--- src/rtl/mips_pkg.sv ---
// Shared definitions for the 16-bit pipelined datapath: control-word bit
// positions, opcodes, instruction field positions and the ID/EX state encoding.
package mips_pkg;

  localparam int CTRL_W = 11;

  // Decoder control word {Jump,RegWrite,ALUSrc,MemWrite,ALUOp[2:0],MemtoReg,MemRead,Branch,RegDest}
  localparam int CTRL_JUMP     = 10;
  localparam int CTRL_REGWRITE = 9;
  localparam int CTRL_ALUSRC   = 8;
  localparam int CTRL_MEMWRITE = 7;
  localparam int CTRL_ALUOP_HI = 6;
  localparam int CTRL_ALUOP_LO = 4;
  localparam int CTRL_MEMTOREG = 3;
  localparam int CTRL_MEMREAD  = 2;
  localparam int CTRL_BRANCH   = 1;
  localparam int CTRL_REGDEST  = 0;

  typedef enum logic [3:0] {
    OP_AND = 4'd0,
    OP_OR  = 4'd1,
    OP_ADD = 4'd2,
    OP_SUB = 4'd6,
    OP_SLT = 4'd7,
    OP_LW  = 4'd8,
    OP_SW  = 4'd10,
    OP_BNE = 4'd14
  } opcode_e;

  localparam int OPC_HI = 15;
  localparam int OPC_LO = 12;
  localparam int RS_LO  = 10;
  localparam int RT_LO  = 8;
  localparam int RD_LO  = 6;
  localparam int IMM_LO = 0;

  typedef enum logic [1:0] {
    ST_RUN        = 2'd0,
    ST_HOLD       = 2'd1,
    ST_HOLD_FLUSH = 2'd2,
    ST_BUBBLE     = 2'd3
  } idex_state_e;

endpackage

--- src/rtl/id_ex_stage_if.sv ---
// ID-side inputs, EX-side control and the registered EX bundle of the ID/EX stage.
// master drives the decode side and the EX control; slave is the stage itself.
interface id_ex_stage_if
  import mips_pkg::*;
#(
  parameter int DATA_W = 16,
  parameter int RA_W   = 2,
  parameter int CNT_W  = 16
) ();

  logic              id_valid;
  logic [DATA_W-1:0] id_instr;
  logic [DATA_W-1:0] id_pc1;
  logic [CTRL_W-1:0] id_ctrl;
  logic [DATA_W-1:0] id_rs_data;
  logic [DATA_W-1:0] id_rt_data;
  logic              ex_flush;
  logic              ex_hold;

  logic              stall;
  logic              ex_valid;
  logic [CTRL_W-1:0] ex_ctrl;
  logic [DATA_W-1:0] ex_rs_data;
  logic [DATA_W-1:0] ex_rt_data;
  logic [DATA_W-1:0] ex_imm;
  logic [RA_W-1:0]   ex_rs;
  logic [RA_W-1:0]   ex_rt;
  logic [RA_W-1:0]   ex_rd;
  logic [DATA_W-1:0] ex_pc1;
  logic [CNT_W-1:0]  stall_cnt;

  modport master (
    output id_valid, id_instr, id_pc1, id_ctrl, id_rs_data, id_rt_data,
    output ex_flush, ex_hold,
    input  stall, ex_valid, ex_ctrl, ex_rs_data, ex_rt_data, ex_imm,
    input  ex_rs, ex_rt, ex_rd, ex_pc1, stall_cnt
  );

  modport slave (
    input  id_valid, id_instr, id_pc1, id_ctrl, id_rs_data, id_rt_data,
    input  ex_flush, ex_hold,
    output stall, ex_valid, ex_ctrl, ex_rs_data, ex_rt_data, ex_imm,
    output ex_rs, ex_rt, ex_rd, ex_pc1, stall_cnt
  );

endinterface

--- src/rtl/hazard_detect.sv ---
// Load-use hazard: a valid load in EX whose destination (rt) is read by the
// valid instruction in ID. rt counts as a source for R-type ops and for store data.
module hazard_detect
  import mips_pkg::*;
#(
  parameter int RA_W = 2
) (
  input  logic            i_ex_valid,
  input  logic            i_ex_memread,
  input  logic [RA_W-1:0] i_ex_rt,
  input  logic            i_id_valid,
  input  logic [RA_W-1:0] i_id_rs,
  input  logic [RA_W-1:0] i_id_rt,
  input  logic            i_id_alusrc,
  input  logic            i_id_memwrite,
  output logic            o_hz
);

  logic w_load_in_ex;
  logic w_rt_is_src;
  logic w_rs_match;
  logic w_rt_match;

  assign w_load_in_ex = i_ex_valid & i_ex_memread & i_id_valid;
  assign w_rt_is_src  = ~i_id_alusrc | i_id_memwrite;
  assign w_rs_match   = (i_ex_rt == i_id_rs);
  assign w_rt_match   = w_rt_is_src & (i_ex_rt == i_id_rt);

  assign o_hz = w_load_in_ex & (w_rs_match | w_rt_match);

endmodule

--- src/rtl/id_ex_stage.sv ---
// ID/EX pipeline register with load-use bubble insertion, branch flush and
// downstream hold; drives the stall back to PC and IF/ID.
//   state       | meaning
//   RUN         | normal load from ID (or flush bubble just taken)
//   HOLD        | downstream hold active, EX frozen, no flush owed
//   HOLD_FLUSH  | hold active and a flush arrived; bubble owed on release
//   BUBBLE      | load-use bubble inserted on the previous edge
module id_ex_stage
  import mips_pkg::*;
#(
  parameter int DATA_W = 16,
  parameter int RA_W   = 2,
  parameter int IMM_W  = 8,
  parameter int CNT_W  = 16
) (
  input logic          i_clk,
  input logic          i_reset,
  id_ex_stage_if.slave bus
);

  idex_state_e       r_state;
  logic              r_valid;
  logic [CTRL_W-1:0] r_ctrl;
  logic [DATA_W-1:0] r_rs_data;
  logic [DATA_W-1:0] r_rt_data;
  logic [DATA_W-1:0] r_imm;
  logic [RA_W-1:0]   r_rs;
  logic [RA_W-1:0]   r_rt;
  logic [RA_W-1:0]   r_rd;
  logic [DATA_W-1:0] r_pc1;
  logic [CNT_W-1:0]  r_stall_cnt;

  logic [RA_W-1:0]   w_id_rs;
  logic [RA_W-1:0]   w_id_rt;
  logic [RA_W-1:0]   w_id_rd;
  logic [DATA_W-1:0] w_imm_ext;
  logic [3:0]        w_unused_opcode;
  logic              w_hz;
  logic              w_flush_pend;
  logic              w_flush_any;
  logic              w_hz_bubble;
  logic              w_bubble;
  logic              w_cnt_sat;

  assign w_id_rs         = bus.id_instr[RS_LO +: RA_W];
  assign w_id_rt         = bus.id_instr[RT_LO +: RA_W];
  assign w_id_rd         = bus.id_instr[RD_LO +: RA_W];
  assign w_imm_ext       = {{(DATA_W-IMM_W){bus.id_instr[IMM_W-1]}}, bus.id_instr[IMM_LO +: IMM_W]};
  assign w_unused_opcode = bus.id_instr[OPC_HI:OPC_LO];

  hazard_detect #(.RA_W(RA_W)) u_hazard (
    .i_ex_valid    (r_valid),
    .i_ex_memread  (r_ctrl[CTRL_MEMREAD]),
    .i_ex_rt       (r_rt),
    .i_id_valid    (bus.id_valid),
    .i_id_rs       (w_id_rs),
    .i_id_rt       (w_id_rt),
    .i_id_alusrc   (bus.id_ctrl[CTRL_ALUSRC]),
    .i_id_memwrite (bus.id_ctrl[CTRL_MEMWRITE]),
    .o_hz          (w_hz)
  );

  // A pending or live flush outranks the hazard: fetch must redirect, not stall.
  assign w_flush_pend = (r_state == ST_HOLD_FLUSH);
  assign w_flush_any  = bus.ex_flush | w_flush_pend;
  assign w_hz_bubble  = w_hz & ~w_flush_any;
  assign w_bubble     = w_flush_any | w_hz;
  assign w_cnt_sat    = &r_stall_cnt;

  assign bus.stall = bus.ex_hold | w_hz_bubble;

  always_ff @(posedge i_clk) begin
    if (i_reset) begin
      r_state     <= ST_RUN;
      r_valid     <= 1'b0;
      r_ctrl      <= '0;
      r_rs_data   <= '0;
      r_rt_data   <= '0;
      r_imm       <= '0;
      r_rs        <= '0;
      r_rt        <= '0;
      r_rd        <= '0;
      r_pc1       <= '0;
      r_stall_cnt <= '0;
    end else if (bus.ex_hold) begin
      r_state <= w_flush_any ? ST_HOLD_FLUSH : ST_HOLD;
    end else begin
      if (w_bubble) begin
        r_valid   <= 1'b0;
        r_ctrl    <= '0;
        r_rs_data <= '0;
        r_rt_data <= '0;
        r_imm     <= '0;
        r_rs      <= '0;
        r_rt      <= '0;
        r_rd      <= '0;
        r_pc1     <= '0;
      end else begin
        r_valid   <= bus.id_valid;
        r_ctrl    <= bus.id_valid ? bus.id_ctrl : '0;
        r_rs_data <= bus.id_rs_data;
        r_rt_data <= bus.id_rt_data;
        r_imm     <= w_imm_ext;
        r_rs      <= w_id_rs;
        r_rt      <= w_id_rt;
        r_rd      <= w_id_rd;
        r_pc1     <= bus.id_pc1;
      end
      if (w_hz_bubble && !w_cnt_sat) begin
        r_stall_cnt <= r_stall_cnt + CNT_W'(1);
      end
      r_state <= w_hz_bubble ? ST_BUBBLE : ST_RUN;
    end
  end

  assign bus.ex_valid   = r_valid;
  assign bus.ex_ctrl    = r_ctrl;
  assign bus.ex_rs_data = r_rs_data;
  assign bus.ex_rt_data = r_rt_data;
  assign bus.ex_imm     = r_imm;
  assign bus.ex_rs      = r_rs;
  assign bus.ex_rt      = r_rt;
  assign bus.ex_rd      = r_rd;
  assign bus.ex_pc1     = r_pc1;
  assign bus.stall_cnt  = r_stall_cnt;

endmodule

--- src/flat_wrapper.sv ---
// flat-port wrapper written by rule: the top's interface ports become plain ports
module id_ex_stage_flat import mips_pkg::*;
#(
  parameter int DATA_W = 16,
  parameter int RA_W   = 2,
  parameter int IMM_W  = 8,
  parameter int CNT_W  = 16
)
  (i_clk, i_reset, bus_id_valid, bus_id_instr, bus_id_pc1, bus_id_ctrl, bus_id_rs_data, bus_id_rt_data, bus_ex_flush, bus_ex_hold, bus_stall, bus_ex_valid, bus_ex_ctrl, bus_ex_rs_data, bus_ex_rt_data, bus_ex_imm, bus_ex_rs, bus_ex_rt, bus_ex_rd, bus_ex_pc1, bus_stall_cnt);
  id_ex_stage_if #(.DATA_W(DATA_W), .RA_W(RA_W), .CNT_W(CNT_W)) bus_i ();
  input logic i_clk;
  input logic i_reset;
  input wire logic [$bits(bus_i.id_valid)-1:0] bus_id_valid;
  input wire logic [$bits(bus_i.id_instr)-1:0] bus_id_instr;
  input wire logic [$bits(bus_i.id_pc1)-1:0] bus_id_pc1;
  input wire logic [$bits(bus_i.id_ctrl)-1:0] bus_id_ctrl;
  input wire logic [$bits(bus_i.id_rs_data)-1:0] bus_id_rs_data;
  input wire logic [$bits(bus_i.id_rt_data)-1:0] bus_id_rt_data;
  input wire logic [$bits(bus_i.ex_flush)-1:0] bus_ex_flush;
  input wire logic [$bits(bus_i.ex_hold)-1:0] bus_ex_hold;
  output wire logic [$bits(bus_i.stall)-1:0] bus_stall;
  output wire logic [$bits(bus_i.ex_valid)-1:0] bus_ex_valid;
  output wire logic [$bits(bus_i.ex_ctrl)-1:0] bus_ex_ctrl;
  output wire logic [$bits(bus_i.ex_rs_data)-1:0] bus_ex_rs_data;
  output wire logic [$bits(bus_i.ex_rt_data)-1:0] bus_ex_rt_data;
  output wire logic [$bits(bus_i.ex_imm)-1:0] bus_ex_imm;
  output wire logic [$bits(bus_i.ex_rs)-1:0] bus_ex_rs;
  output wire logic [$bits(bus_i.ex_rt)-1:0] bus_ex_rt;
  output wire logic [$bits(bus_i.ex_rd)-1:0] bus_ex_rd;
  output wire logic [$bits(bus_i.ex_pc1)-1:0] bus_ex_pc1;
  output wire logic [$bits(bus_i.stall_cnt)-1:0] bus_stall_cnt;
  assign bus_i.id_valid = bus_id_valid;
  assign bus_i.id_instr = bus_id_instr;
  assign bus_i.id_pc1 = bus_id_pc1;
  assign bus_i.id_ctrl = bus_id_ctrl;
  assign bus_i.id_rs_data = bus_id_rs_data;
  assign bus_i.id_rt_data = bus_id_rt_data;
  assign bus_i.ex_flush = bus_ex_flush;
  assign bus_i.ex_hold = bus_ex_hold;
  assign bus_stall = bus_i.stall;
  assign bus_ex_valid = bus_i.ex_valid;
  assign bus_ex_ctrl = bus_i.ex_ctrl;
  assign bus_ex_rs_data = bus_i.ex_rs_data;
  assign bus_ex_rt_data = bus_i.ex_rt_data;
  assign bus_ex_imm = bus_i.ex_imm;
  assign bus_ex_rs = bus_i.ex_rs;
  assign bus_ex_rt = bus_i.ex_rt;
  assign bus_ex_rd = bus_i.ex_rd;
  assign bus_ex_pc1 = bus_i.ex_pc1;
  assign bus_stall_cnt = bus_i.stall_cnt;
  id_ex_stage #(.DATA_W(DATA_W), .RA_W(RA_W), .IMM_W(IMM_W), .CNT_W(CNT_W)) u_core (.i_clk(i_clk), .i_reset(i_reset), .bus(bus_i));
endmodule
--- config.mk ---
export PLATFORM = sky130hd
export DESIGN_NAME = id_ex_stage_flat
export DESIGN_NICKNAME = d
export VERILOG_FILES = /design/src/rtl/mips_pkg.sv /design/src/rtl/id_ex_stage_if.sv /design/src/rtl/hazard_detect.sv /design/src/rtl/id_ex_stage.sv /design/src/flat_wrapper.sv
export SDC_FILE = /design/constraint.sdc
export NUM_CORES = 1
export LEC_CHECK = 0
export BUFFER_PORTS_ARGS = -buffer_cell sky130_fd_sc_hd__buf_2
export CAP_MARGIN = 5
export CORE_ASPECT_RATIO = 0.75
export CORE_MARGIN = 2
export CORE_UTILIZATION = 45
export DETAILED_ROUTE_END_ITERATION = 8
export PLACE_DENSITY = 0.86
export SYNTH_ARGS = -nofsm -noshare
export SYNTH_HDL_FRONTEND = slang
export SYNTH_SLANG_ARGS = --single-unit
export TNS_END_PERCENT = 50
--- constraint.sdc ---
create_clock -name i_clk -period 2.6 [get_ports i_clk]
set_input_delay 0.26 -clock i_clk [delete_from_list [all_inputs] [get_ports i_clk]]
set_output_delay 0.26 -clock i_clk [all_outputs]
set_load 0.05 [all_outputs]
Word-level counts from Yosys, hierarchy flattened
Cells that the tools add are included.

storage, ports and cells
  latch bits = 0
  ROM bits = 0
  input port bits = 80
  flip-flop bits (word level) = 100
  memory bits (writable) = 0
  memories kept = 0

cells by class
  reduce and logical (&&, ||, !) cells = 4
  mux-type cells = 13
  shift operators = 0
  bitwise gates (word level) = 13
  multiply operators = 0
  div/mod/pow operators = 0
  equality and inequality tests = 3
  $add $sub $neg = 1
  order comparisons = 0

operators by type and width
  cell                                           count
  two-way mux 16 bit                             4
  two-way mux 11 bit                             2
  adder 16 x 1 -> 16 bit, second input constant  1
  AND reduction 16 bit                           1
  two-way mux 2 bit                              6
  bitwise AND 1 bit                              5
  bitwise OR 1 bit                               5
  equality test 2 bit                            2
  inverter 1 bit                                 3
  equality test 2 bit, second input constant     1
  AND reduction 2 bit                            1
  logical AND 1 bit                              1
  logical NOT 1 bit                              1
  two-way mux 1 bit                              1

Logic depth before layout (Yosys ltp)
Gate-level depths: netlist of the first run.

  depth in word-level cells = 8
  gate-level depth with buffers = 7
  mapped depth without buffers = 6

By module
From an unflattened synthesis of the first run, not the netlist that was laid out.

unflattened totals
  cell total of the unflattened synthesis = 366
  area, all modules = 3420.8 sq um

by module, submodules not included
  module         cells each  area an instance (sq um)  times used
  id_ex_stage    354         3347.0                    1
  hazard_detect  12          73.8                      1

Worst setup path after synthesis of the first run
No wires, ideal clock.

  kind = flip-flop to output port
  start point = register u_core.r_rt[0] (netlist: u_core.bus.ex_rt[0])
  end point = output bus_stall
  cell stages (with the launch flop) = 5
  setup slack = 0.225 ns
  buffers on the path = 0
  arrival time = 2.115 ns
  path through = dfxtp_1 xor2_1 o32ai_4 nand2_1 o21bai_1

on the way
  cells in the longest elaborated chain, start to end = 6
  elaborated cells on any way between the ends = 7

ends and longest elaborated chain
  item                    RTL line             source
  start, declared         id_ex_stage.sv:28    logic [RA_W-1:0] r_rt;
  start signal, assigned  id_ex_stage.sv:105   r_rt <= w_id_rt;
  equality test 2 bit     hazard_detect.sv:27  assign w_rt_match = w_rt_is_src & (i_ex_rt == i_id_rt);
  bitwise AND 1 bit       hazard_detect.sv:27
  bitwise OR 1 bit (*)    hazard_detect.sv:29  assign o_hz = w_load_in_ex & (w_rs_match | w_rt_match);
  bitwise AND 1 bit (*)   hazard_detect.sv:29
  bitwise AND 1 bit (*)   id_ex_stage.sv:66    assign w_hz_bubble = w_hz & ~w_flush_any;
  bitwise OR 1 bit (*)    id_ex_stage.sv:70    assign bus.stall = bus.ex_hold | w_hz_bubble;
  end, declared           flat_wrapper.sv:21   output wire logic [$bits(bus_i.stall)-1:0] bus_stall;

Mark *: on every way between the ends. The rest lies on a longest branch, timed or not.

Final worst setup path of the first run
Ends and elaborated chain as after synthesis.

==> results of run 1 <==
-- worst max-delay path, stage by stage (launching register included) --
cell and delay (ns):
dfxtp_1 0.35, xor2_1 0.20, o32ai_4 0.42, nand2_1 0.18, o21bai_1 0.21, buf_2 0.29
-- final timing paths --
path	start	depth (start not counted)	slack (ns)	endpoint
worst max-delay path	u_core.bus.ex_rt[0]	5	0.34	bus_stall
worst min-delay path	bus_id_pc1[7]	3	0.14	u_core.bus.ex_pc1[7]
worst max register to register	u_core.bus.stall_cnt[0]	6	0.48	u_core.bus.stall_cnt[14]
worst min register to register	u_core.bus.ex_ctrl[8]	2	0.50	u_core.bus.ex_ctrl[8]
-- cell type report --
class	instances	share of cell area
flip-flops and latches	90	0.399
multi-input cells	241	0.322
repair buffers	180	0.206
clock buffers	11	0.0335
well taps	101	0.0280
clock inverters	5	0.00970
inverters	2	0.00166
-- report_power, final --
| group | switching, W | internal [W] |
|---|---|---|
| Combinational | 0.000296 | 0.000124 |
| Sequential | 0.0000220 | 0.00142 |
| Clock | 0.000497 | 0.000416 |
-- cells by family after synthesis --
group | Yosys count | share of synthesized area
AND/OR/NAND/NOR | 132 | 0.176
AO/OA/AOI/OAI | 98 | 0.211
flip-flops | 90 | 0.522
buffers and inverters | 42 | 0.0588
XOR/XNOR | 6 | 0.0152
multiplexers | 4 | 0.0127
adder cells (fa/ha/maj) | 1 | 0.00363
-- Yosys cell counts (all sizes together) (2+ instances only) --
library cell  count
a21oi            12
a22oi            61
a32oi            11
and2              2
and3              2
and4              3
buf              15
clkbuf           25
dfxtp            90
inv               2
mux2              3
nand2            12
nand3             5
nand4             5
nor2             79
nor2b             5
nor3              3
nor4              3
o21ai             8
or3               9
xor2              6
-- flip-flops by register name, summed over array words and instances, names as in the netlist --
register / flops
u_core.bus.ex_valid: 1
u_core.bus.ex_rs: 2
u_core.bus.ex_pc1: 16
u_core.bus.ex_rs_data: 16
u_core.bus.ex_ctrl: 11
u_core.bus.ex_rt_data: 16
u_core.bus.ex_rt: 2
u_core.bus.stall_cnt: 16
u_core.r_state: 2
u_core.bus.ex_rd: 1
u_core.bus.ex_imm: 7
-- metrics by stage --
step           area, um^2  instances   util  power [W]  hold slack, ns
2_1_floorplan        3450        373      -    0.00176           0.404
3_3_place_gp         4320        614  0.584    0.00188           0.458
3_5_place_dp         4320        614  0.584    0.00189           0.474
4_1_cts              4510        630  0.610    0.00280           0.120
5_1_grt              4510        630  0.610    0.00289           0.127
6_report             4510        630  0.610    0.00277           0.137
-- per-layer routing --
layer | vias to the layer above | track usage | wire, um
li1 | 1632 | - | -
met1 | 1515 | 0.251 | 3850
met2 | 127 | 0.361 | 4220
met3 | 17 | 0.0735 | 690
met4 | 0 | 0.0653 | 125
met5 | - | 0 | 0
==> flow_metrics.env, run 1 <==
export IMPL_drive_gt1_frac=0.388
export IMPL_seqCellArea_um2=1800
export IMPL_cts_max_path_buffers=2
export IMPL_clk_pin_slew_ns=0.09
export IMPL_syn_to_final_growth_pct=30.9
export IMPL_max_freq_mhz=443
export IMPL_worst_pin_slew_ns=0.547
export IMPL_ys_ff_latch=90
export IMPL_finalSetupViolations=0
export IMPL_leakage_nw=2.11
export IMPL_row_count=27
export IMPL_skew_ns=0.00977
export IMPL_drv_slew=0
export IMPL_finalWorstSetupSlack_ns=0.342
export IMPL_fin_setup_tns_ns=0
export IMPL_synth_top_area_frac=0.522
export IMPL_diodes=0
export IMPL_hold_viol_final=0
export IMPL_track_usage=0.211
export IMPL_hold_path_class="input port to flop"
export IMPL_rsz0062_at_grt="false"
export IMPL_fillers=655
export IMPL_status="finished clean"
export IMPL_layout_common_cells="buf_2 (174), dfxtp_1 (90), nor2_1 (79), a22oi_1 (61), nand2_1 (12)"
export IMPL_root_buffer="clkbuf_8"
export IMPL_drt_initial_drc_count=165
export IMPL_drc_errors=0
export IMPL_hpwl_um=6410
export IMPL_place_congestion=0.791
export IMPL_cts_tree="built"
export IMPL_routedWlPerCell_um=14.1
export IMPL_firstDrtPassIters=4
export IMPL_async_flop_share=0
export IMPL_clock_latency_ns=0.35
export IMPL_synthTopCellsByArea="dfxtp_1 (52%), a22oi_1 (13%), nor2_1 (8.6%)"
export IMPL_cts_resized=0
export IMPL_pwr_density_cell_nw_per_um2=614
export IMPL_maxCapViolCount=0
export IMPL_fin_crit_ns=2.26
export IMPL_postCtsSetupRepairBufs=0
export IMPL_start_kind="flop"
export IMPL_hold_buffers=0
export IMPL_slew_headroom=0.635
export IMPL_ys_warn_count=0
export IMPL_required_ns=2.34
export IMPL_synth_area_per_cell_um2=9.24
export IMPL_cp_end_kind="output pin"
export IMPL_nNetsFinal=605
export IMPL_syn_nets=454
export IMPL_synthFlopType="dfxtp_1"
export IMPL_io_buffer_count=174
export IMPL_cts_made_buffers=9
export IMPL_crit_type="flop to output pin"
export IMPL_multi_input_area_um2=1460
export IMPL_yosysTopAreaCell="dfxtp_1"
export IMPL_grt_max_degree=73
export IMPL_ir_drop_mv=0.355
export IMPL_ios=179
export IMPL_routed_wl_um=8880
export IMPL_die_area_um2=8390
export IMPL_die_h_um=79.8
export IMPL_cts_sinks=90
export IMPL_preCtsSetupSlack_ns=0.486
export IMPL_routed_via_count=3291
export IMPL_mostFrequentLayoutCell="buf_2"
export IMPL_grt_pass1_vias=3104
export IMPL_antenna_found_initial=0
export IMPL_arrival_ns=2.00
export IMPL_synth_cell_types=35
export IMPL_ant_nets=0
export IMPL_vias_per_cell=5.22
export IMPL_start_util=0.466
export IMPL_syn_inst=373
export IMPL_synth_area_um2=3450
export IMPL_globalRoute_totalOverflow=0
export IMPL_synth_seq_area_share=0.522
export IMPL_core_area_um2=7400
export IMPL_dieWidth_um=105
export IMPL_crit_fanout=5
export IMPL_cts_max_level=3
export IMPL_synth_edff_count=0
export IMPL_fin_crit_sh=0.869
export IMPL_grt_pass1_wl_um=14300
No activity file was read; power rests on OpenSTA's default activity.
==> inputs of run 2 (changes only) <==
--- a/config.mk
+++ b/config.mk
@@ -11,6 +11,7 @@
 export CORE_MARGIN = 2
 export CORE_UTILIZATION = 45
 export DETAILED_ROUTE_END_ITERATION = 8
+export GPL_TIMING_DRIVEN = 0
 export PLACE_DENSITY = 0.86
 export SYNTH_ARGS = -nofsm -noshare
 export SYNTH_HDL_FRONTEND = slang
==> run 2 against run 1 <==
Non-clock buffer count is 34 higher. Die area stayed put. Via count is 6.6% higher. Hold slack worse by 0.0058 ns. First-iteration DRC count is 27% lower. Global-route usage is 2.3 points higher.
==> flow_metrics.env, run 2 (synthesis results as in run 1) <==
export IMPL_status="finished clean"
export IMPL_fin_crit_ns=2.25
export IMPL_cts_resized=0
export IMPL_critPathSlowestCell="a21oi_1"
export IMPL_layout_common_cells="buf_2 (177), dfxtp_1 (90), nor2_1 (79), a22oi_1 (61), clkbuf_1 (26)"
export IMPL_start_util=0.466
export IMPL_crit_type="flop to flop"
export IMPL_drt_initial_drc_count=120
export IMPL_hpwl_um=7500
export IMPL_ant_nets=0
export IMPL_holdPathEnd="u_core.bus.ex_rs_data[6]"
export IMPL_reg2reg_depth=6
export IMPL_fin_setup_tns_ns=0
export IMPL_row_count=27
export IMPL_firstDrtPassIters=4
export IMPL_clock_latency_ns=0.35
export IMPL_place_congestion=0.850
export IMPL_track_usage=0.234
export IMPL_rsz0062_at_grt="false"
export IMPL_cts_max_path_buffers=2
export IMPL_power_w=0.00285
export IMPL_regToRegEndpoint="u_core.bus.ex_imm[4]"
export IMPL_nNetsFinal=639
export IMPL_pwr_density_cell_nw_per_um2=614
export IMPL_routed_via_count=3509
export IMPL_root_buffer="clkbuf_8"
export IMPL_hold_buffers=0
export IMPL_io_buffer_count=174
export IMPL_arrival_ns=2.54
export IMPL_cts_sinks=90
export IMPL_grt_pass1_vias=3280
export IMPL_mostFrequentLayoutCell="buf_2"
export IMPL_syn_to_final_growth_pct=34.8
export IMPL_clk_pin_slew_ns=0.09
export IMPL_maxCapViolCount=0
export IMPL_diodes=0
export IMPL_cts_tree="built"
export IMPL_max_freq_mhz=444
export IMPL_routedWlPerCell_um=14.9
export IMPL_routed_wl_um=9910
export IMPL_vias_per_cell=5.28
export IMPL_dieWidth_um=105
export IMPL_fillers=647
export IMPL_postCtsSetupRepairBufs=0
export IMPL_fin_crit_sh=0.867
export IMPL_start_kind="flop"
export IMPL_ir_drop_mv=0.344
export IMPL_skew_ns=0.0113
export IMPL_holdPathStages=3
export IMPL_hold_viol_final=0
export IMPL_required_ns=2.89
export IMPL_cts_max_level=3
export IMPL_antenna_found_initial=0
export IMPL_globalRoute_totalOverflow=0
export IMPL_drv_slew=0
export IMPL_crit_chain="xor2_1 > o32ai_4 > a21oi_1 > clkbuf_1 > a22oi_1 > nor2_1"
export IMPL_cts_made_buffers=9
export IMPL_max_stage_delay_ns=0.64
export IMPL_worst_pin_slew_ns=0.755
export IMPL_timing_rr_start="u_core.bus.ex_rt[0]"
export IMPL_min_from="bus_id_rs_data[6]"
export IMPL_crit_fanout=10
export IMPL_drc_errors=0
export IMPL_r2r_slack_ns=0.35
export IMPL_leakage_nw=2.17
export IMPL_core_area_um2=7400
export IMPL_hold_path_class="input port to flop"
export IMPL_ios=179
export IMPL_grt_max_degree=16
export IMPL_cp_end_kind="flop"
export IMPL_drive_gt1_frac=0.375
export IMPL_slew_headroom=0.496
export IMPL_grt_pass1_wl_um=15600
export IMPL_die_area_um2=8390
export IMPL_finalSetupViolations=0
export IMPL_die_h_um=79.8
## run 2: cell count changes in the layout (fill, tap and decap cells not counted)
cell / delta
clkinvlp_4: +3
clkbuf_8: -1
buf_12: -1
buf_1: +1
buf_2: +3
bufinv_16: +1
a21oi_4: -1
a21oi_1: +1
clkinv_4: -1
buf_4: +6
inv_6: -3
clkbuf_1: +26
## run 2: layout make-up
cell class / count / area, um^2 / share of cell area
multi-input cells: 241 / 1440 / 0.311
plain buffers: 40 / 195 / 0.0420
well taps: 101 / 126 / 0.0272
flip-flops and latches: 90 / 1800 / 0.388
clock inverters: 5 / 61.3 / 0.0132
inverters: 2 / 7.51 / 0.00162
clock buffers: 11 / 141 / 0.0304
repair buffers: 174 / 871 / 0.187
## run 2: layer usage
| metal | track usage | vias to the layer above | wire (um) |
|---|---|---|---|
| met5 | 0 | - | 0 |
| met4 | 0.0680 | 0 | 121 |
| met3 | 0.0678 | 11 | 695 |
| met2 | 0.393 | 116 | 4740 |
| met1 | 0.294 | 1679 | 4350 |
| li1 | - | 1703 | - |
## run 2: worst max-delay path by stage
stage / endpoint / slack [ns] / start / cells past startpoint
global route: u_core.bus.ex_imm[2] / 0.06 / u_core.bus.ex_rt[0] / 6
floorplan: bus_stall / 0.23 / u_core.bus.ex_rt[0] / 4
CTS: u_core.bus.ex_imm[4] / 0.32 / u_core.bus.ex_rt[0] / 6
finish: u_core.bus.ex_imm[4] / 0.35 / u_core.bus.ex_rt[0] / 6
detailed placement: u_core.bus.ex_pc1[6] / 0.27 / bus_ex_hold / 7
global placement: u_core.bus.ex_pc1[12] / 0.28 / bus_ex_hold / 7
## run 2: critical path: cells and delay by family (launching register included)
family	cells	cell delay (ns)
AO/OA/AOI/OAI	3	0.93
flip-flops	1	0.41
buffers and inverters	1	0.45
AND/OR/NAND/NOR	1	0.12
XOR/XNOR	1	0.27
## run 2: report_power, final
part / leakage, nW / switching, W / internal [W]
sequential: 0.731 / 0.0000232 / 0.00142
combinational: 1.34 / 0.000306 / 0.000132
clock: 0.0922 / 0.000501 / 0.000474
total: 2.17 / 0.000831 / 0.00202
## run 2: metrics by stage
stage | worst slack, ns | cell area [um^2] | std cells | utilization | hold WS (ns)
floorplan | 0.225 | 3450 | 373 | - | 0.404
global placement | 0.277 | 4450 | 648 | 0.601 | 0.459
detailed placement | 0.270 | 4450 | 648 | 0.601 | 0.470
CTS | 0.320 | 4650 | 664 | 0.628 | 0.124
global route | 0.0649 | 4650 | 664 | 0.628 | 0.123
finish | 0.346 | 4650 | 664 | 0.628 | 0.131
==> inputs of run 3 (changes only) <==
--- a/config.mk
+++ b/config.mk
@@ -7,11 +7,11 @@
 export LEC_CHECK = 0
 export BUFFER_PORTS_ARGS = -buffer_cell sky130_fd_sc_hd__buf_2
 export CAP_MARGIN = 5
-export CORE_ASPECT_RATIO = 0.75
 export CORE_MARGIN = 2
 export CORE_UTILIZATION = 45
 export DETAILED_ROUTE_END_ITERATION = 8
 export GPL_TIMING_DRIVEN = 0
+export HOLD_SLACK_MARGIN = 0.15
 export PLACE_DENSITY = 0.86
 export SYNTH_ARGS = -nofsm -noshare
 export SYNTH_HDL_FRONTEND = slang
==> run 3 against run 2 <==
Wire length increased by 12%. Total power rose by 3.8%. Sequential power about the same. Setup slack better by 0.026 ns. Critical path depth shrank 1. Hold slack better by 0.028 ns. Utilization grew 6.1 points. Non-clock buffer count is 39 higher. Global-route usage is 2.6 points higher. Sequential share of layout area decreased by 3.1 points. Clock power grew 6%.
==> flow_metrics.env, run 3 (synthesis results as in run 1) <==
export IMPL_timing_rr_start="u_core.bus.stall_cnt[0]"
export IMPL_hpwl_um=7580
export IMPL_mostFrequentLayoutCell="buf_2"
export IMPL_fin_crit_sh=0.857
export IMPL_leakage_nw=2.34
export IMPL_syn_to_final_growth_pct=46.6
export IMPL_firstDrtPassIters=5
export IMPL_max_freq_mhz=449
export IMPL_required_ns=2.34
export IMPL_grt_pass1_vias=3738
export IMPL_switchingPower_w=0.000831
export IMPL_slew_headroom=0.601
export IMPL_routed_via_count=3813
export IMPL_globalRoute_totalOverflow=0
export IMPL_crit_fanout=5
export IMPL_track_usage=0.260
export IMPL_clockPowerShare=0.348
export IMPL_design_area_um2=5060
export IMPL_die_area_um2=8380
export IMPL_crit_type="flop to output pin"
export IMPL_r2r_slack_ns=0.39
export IMPL_holdPathStages=3
export IMPL_cts_max_level=3
export IMPL_rsz0062_at_grt="false"
export IMPL_drt_initial_drc_count=210
export IMPL_regToRegEndpoint="u_core.bus.stall_cnt[1]"
export IMPL_finalSetupViolations=0
export IMPL_reg2reg_depth=7
export IMPL_drv_slew=0
export IMPL_worst_pin_slew_ns=0.598
export IMPL_row_count=31
export IMPL_cts_made_buffers=9
export IMPL_core_area_um2=7330
export IMPL_die_h_um=91.5
export IMPL_clock_latency_ns=0.35
export IMPL_skew_ns=0.0118
export IMPL_ant_nets=0
export IMPL_holdPathEnd="u_core.bus.ex_pc1[4]"
export IMPL_fin_setup_tns_ns=0
export IMPL_drc_errors=0
export IMPL_cp_end_kind="output pin"
export IMPL_start_util=0.470
export IMPL_start_kind="flop"
export IMPL_ir_drop_mv=0.346
export IMPL_grt_max_degree=16
export IMPL_combinationalPowerShare=0.165
export IMPL_routedWlPerCell_um=15.8
export IMPL_hold_viol_final=0
export IMPL_vias_per_cell=5.43
export IMPL_antenna_found_initial=0
export IMPL_cts_max_path_buffers=2
export IMPL_arrival_ns=1.97
export IMPL_place_area_um2=4440
export IMPL_layout_common_cells="buf_2 (177), dfxtp_1 (90), nor2_1 (79), a22oi_1 (61), dlygate4sd3_1 (39)"
export IMPL_status="finished clean"
export IMPL_fin_crit_ns=2.23
export IMPL_clk_pin_slew_ns=0.09
export IMPL_drive_gt1_frac=0.352
export IMPL_nNetsFinal=678
export IMPL_cts_sinks=90
export IMPL_p_seq_frac=0.487
export IMPL_place_congestion=0.817
export IMPL_min_from="bus_id_pc1[4]"
export IMPL_hold_path_class="input port to flop"
export IMPL_grt_pass1_wl_um=17600
export IMPL_postCtsSetupRepairBufs=0
export IMPL_root_buffer="clkbuf_8"
export IMPL_dieWidth_um=91.5
export IMPL_io_buffer_count=174
export IMPL_swShare=0.280
export IMPL_internal_power_w=0.00213
export IMPL_maxCapViolCount=0
export IMPL_routed_wl_um=11100
export IMPL_cts_tree="built"
export IMPL_ios=179
export IMPL_pwr_density_cell_nw_per_um2=586
export IMPL_fillers=567
run 3: cell types whose count changed in the layout (fill, tap and decap cells not counted):
cell,change
diode_2,+1
bufinv_16,+1
clkinv_2,+1
a21oi_2,+1
clkinvlp_4,-1
dlygate4sd3_1,+39
a21oi_1,-1
clkbuf_8,-1
run 3: worst max-delay path: stages (launching register included):
cell and delay (ns):
dfxtp_1 0.36, xor2_1 0.20, o32ai_4 0.38, nand2_1 0.18, o21bai_1 0.20, buf_2 0.29
run 3: cell type report:
class	count	area [um^2]	area share
clock inverters	6	88.8	0.0176
diodes	1	2.50	0.000495
repair buffers	213	1260	0.249
well taps	99	124	0.0245
multi-input cells	241	1450	0.286
inverters	2	7.51	0.00148
clock buffers	10	128	0.0252
flip-flops and latches	90	1800	0.356
plain buffers	40	195	0.0386
run 3: power by group through the flow:
stage / clock, W / sequential [W] / combinational, W
2_1_floorplan: 0 / 0.00161 / 0.000158
3_3_place_gp: 0 / 0.00147 / 0.000427
3_5_place_dp: 0 / 0.00147 / 0.000435
4_1_cts: 0.00105 / 0.00144 / 0.000481
5_1_grt: 0.00111 / 0.00145 / 0.000520
6_report: 0.00103 / 0.00144 / 0.000489
run 3: how the worst max path moves through the flow:
stage	from	end	slack (ns)	depth (start not counted)
after floorplan	u_core.bus.ex_rt[0]	bus_stall	0.23	4
after CTS	u_core.bus.ex_rt[0]	u_core.bus.ex_rt_data[3]	0.22	6
after global placement	bus_ex_hold	u_core.bus.ex_valid	0.29	7
after global routing	u_core.bus.stall_cnt[2]	u_core.bus.stall_cnt[1]	0.19	7
final	u_core.bus.ex_rt[0]	bus_stall	0.37	5
after detailed placement	bus_ex_hold	u_core.bus.ex_rt_data[3]	0.20	7
run 3: timing repair:
action	in CTS	in global routing
setup endpoints to repair	0	1
hold buffers	39	0
gates resized for setup	0	1
hold endpoints to repair	39	0
run 3: stage by stage:
step	cells	setup slack [ns]	power, W	hold slack (ns)	util
finish	702	0.372	0.00296	0.159	0.690
global route	701	0.189	0.00307	0.164	0.689
CTS	701	0.219	0.00297	0.151	0.689
detailed placement	646	0.205	0.00191	0.469	0.606
global placement	646	0.285	0.00190	0.458	0.606
floorplan	373	0.225	0.00176	0.404	-
run 3: routing by layer:
metal / global-route usage / vias up / part of all wire
li1: - / 1785 / -
met1: 0.303 / 1793 / 0.38
met2: 0.452 / 212 / 0.50
met3: 0.0714 / 23 / 0.095
met4: 0.0947 / 0 / 0.018
met5: 0 / - / 0
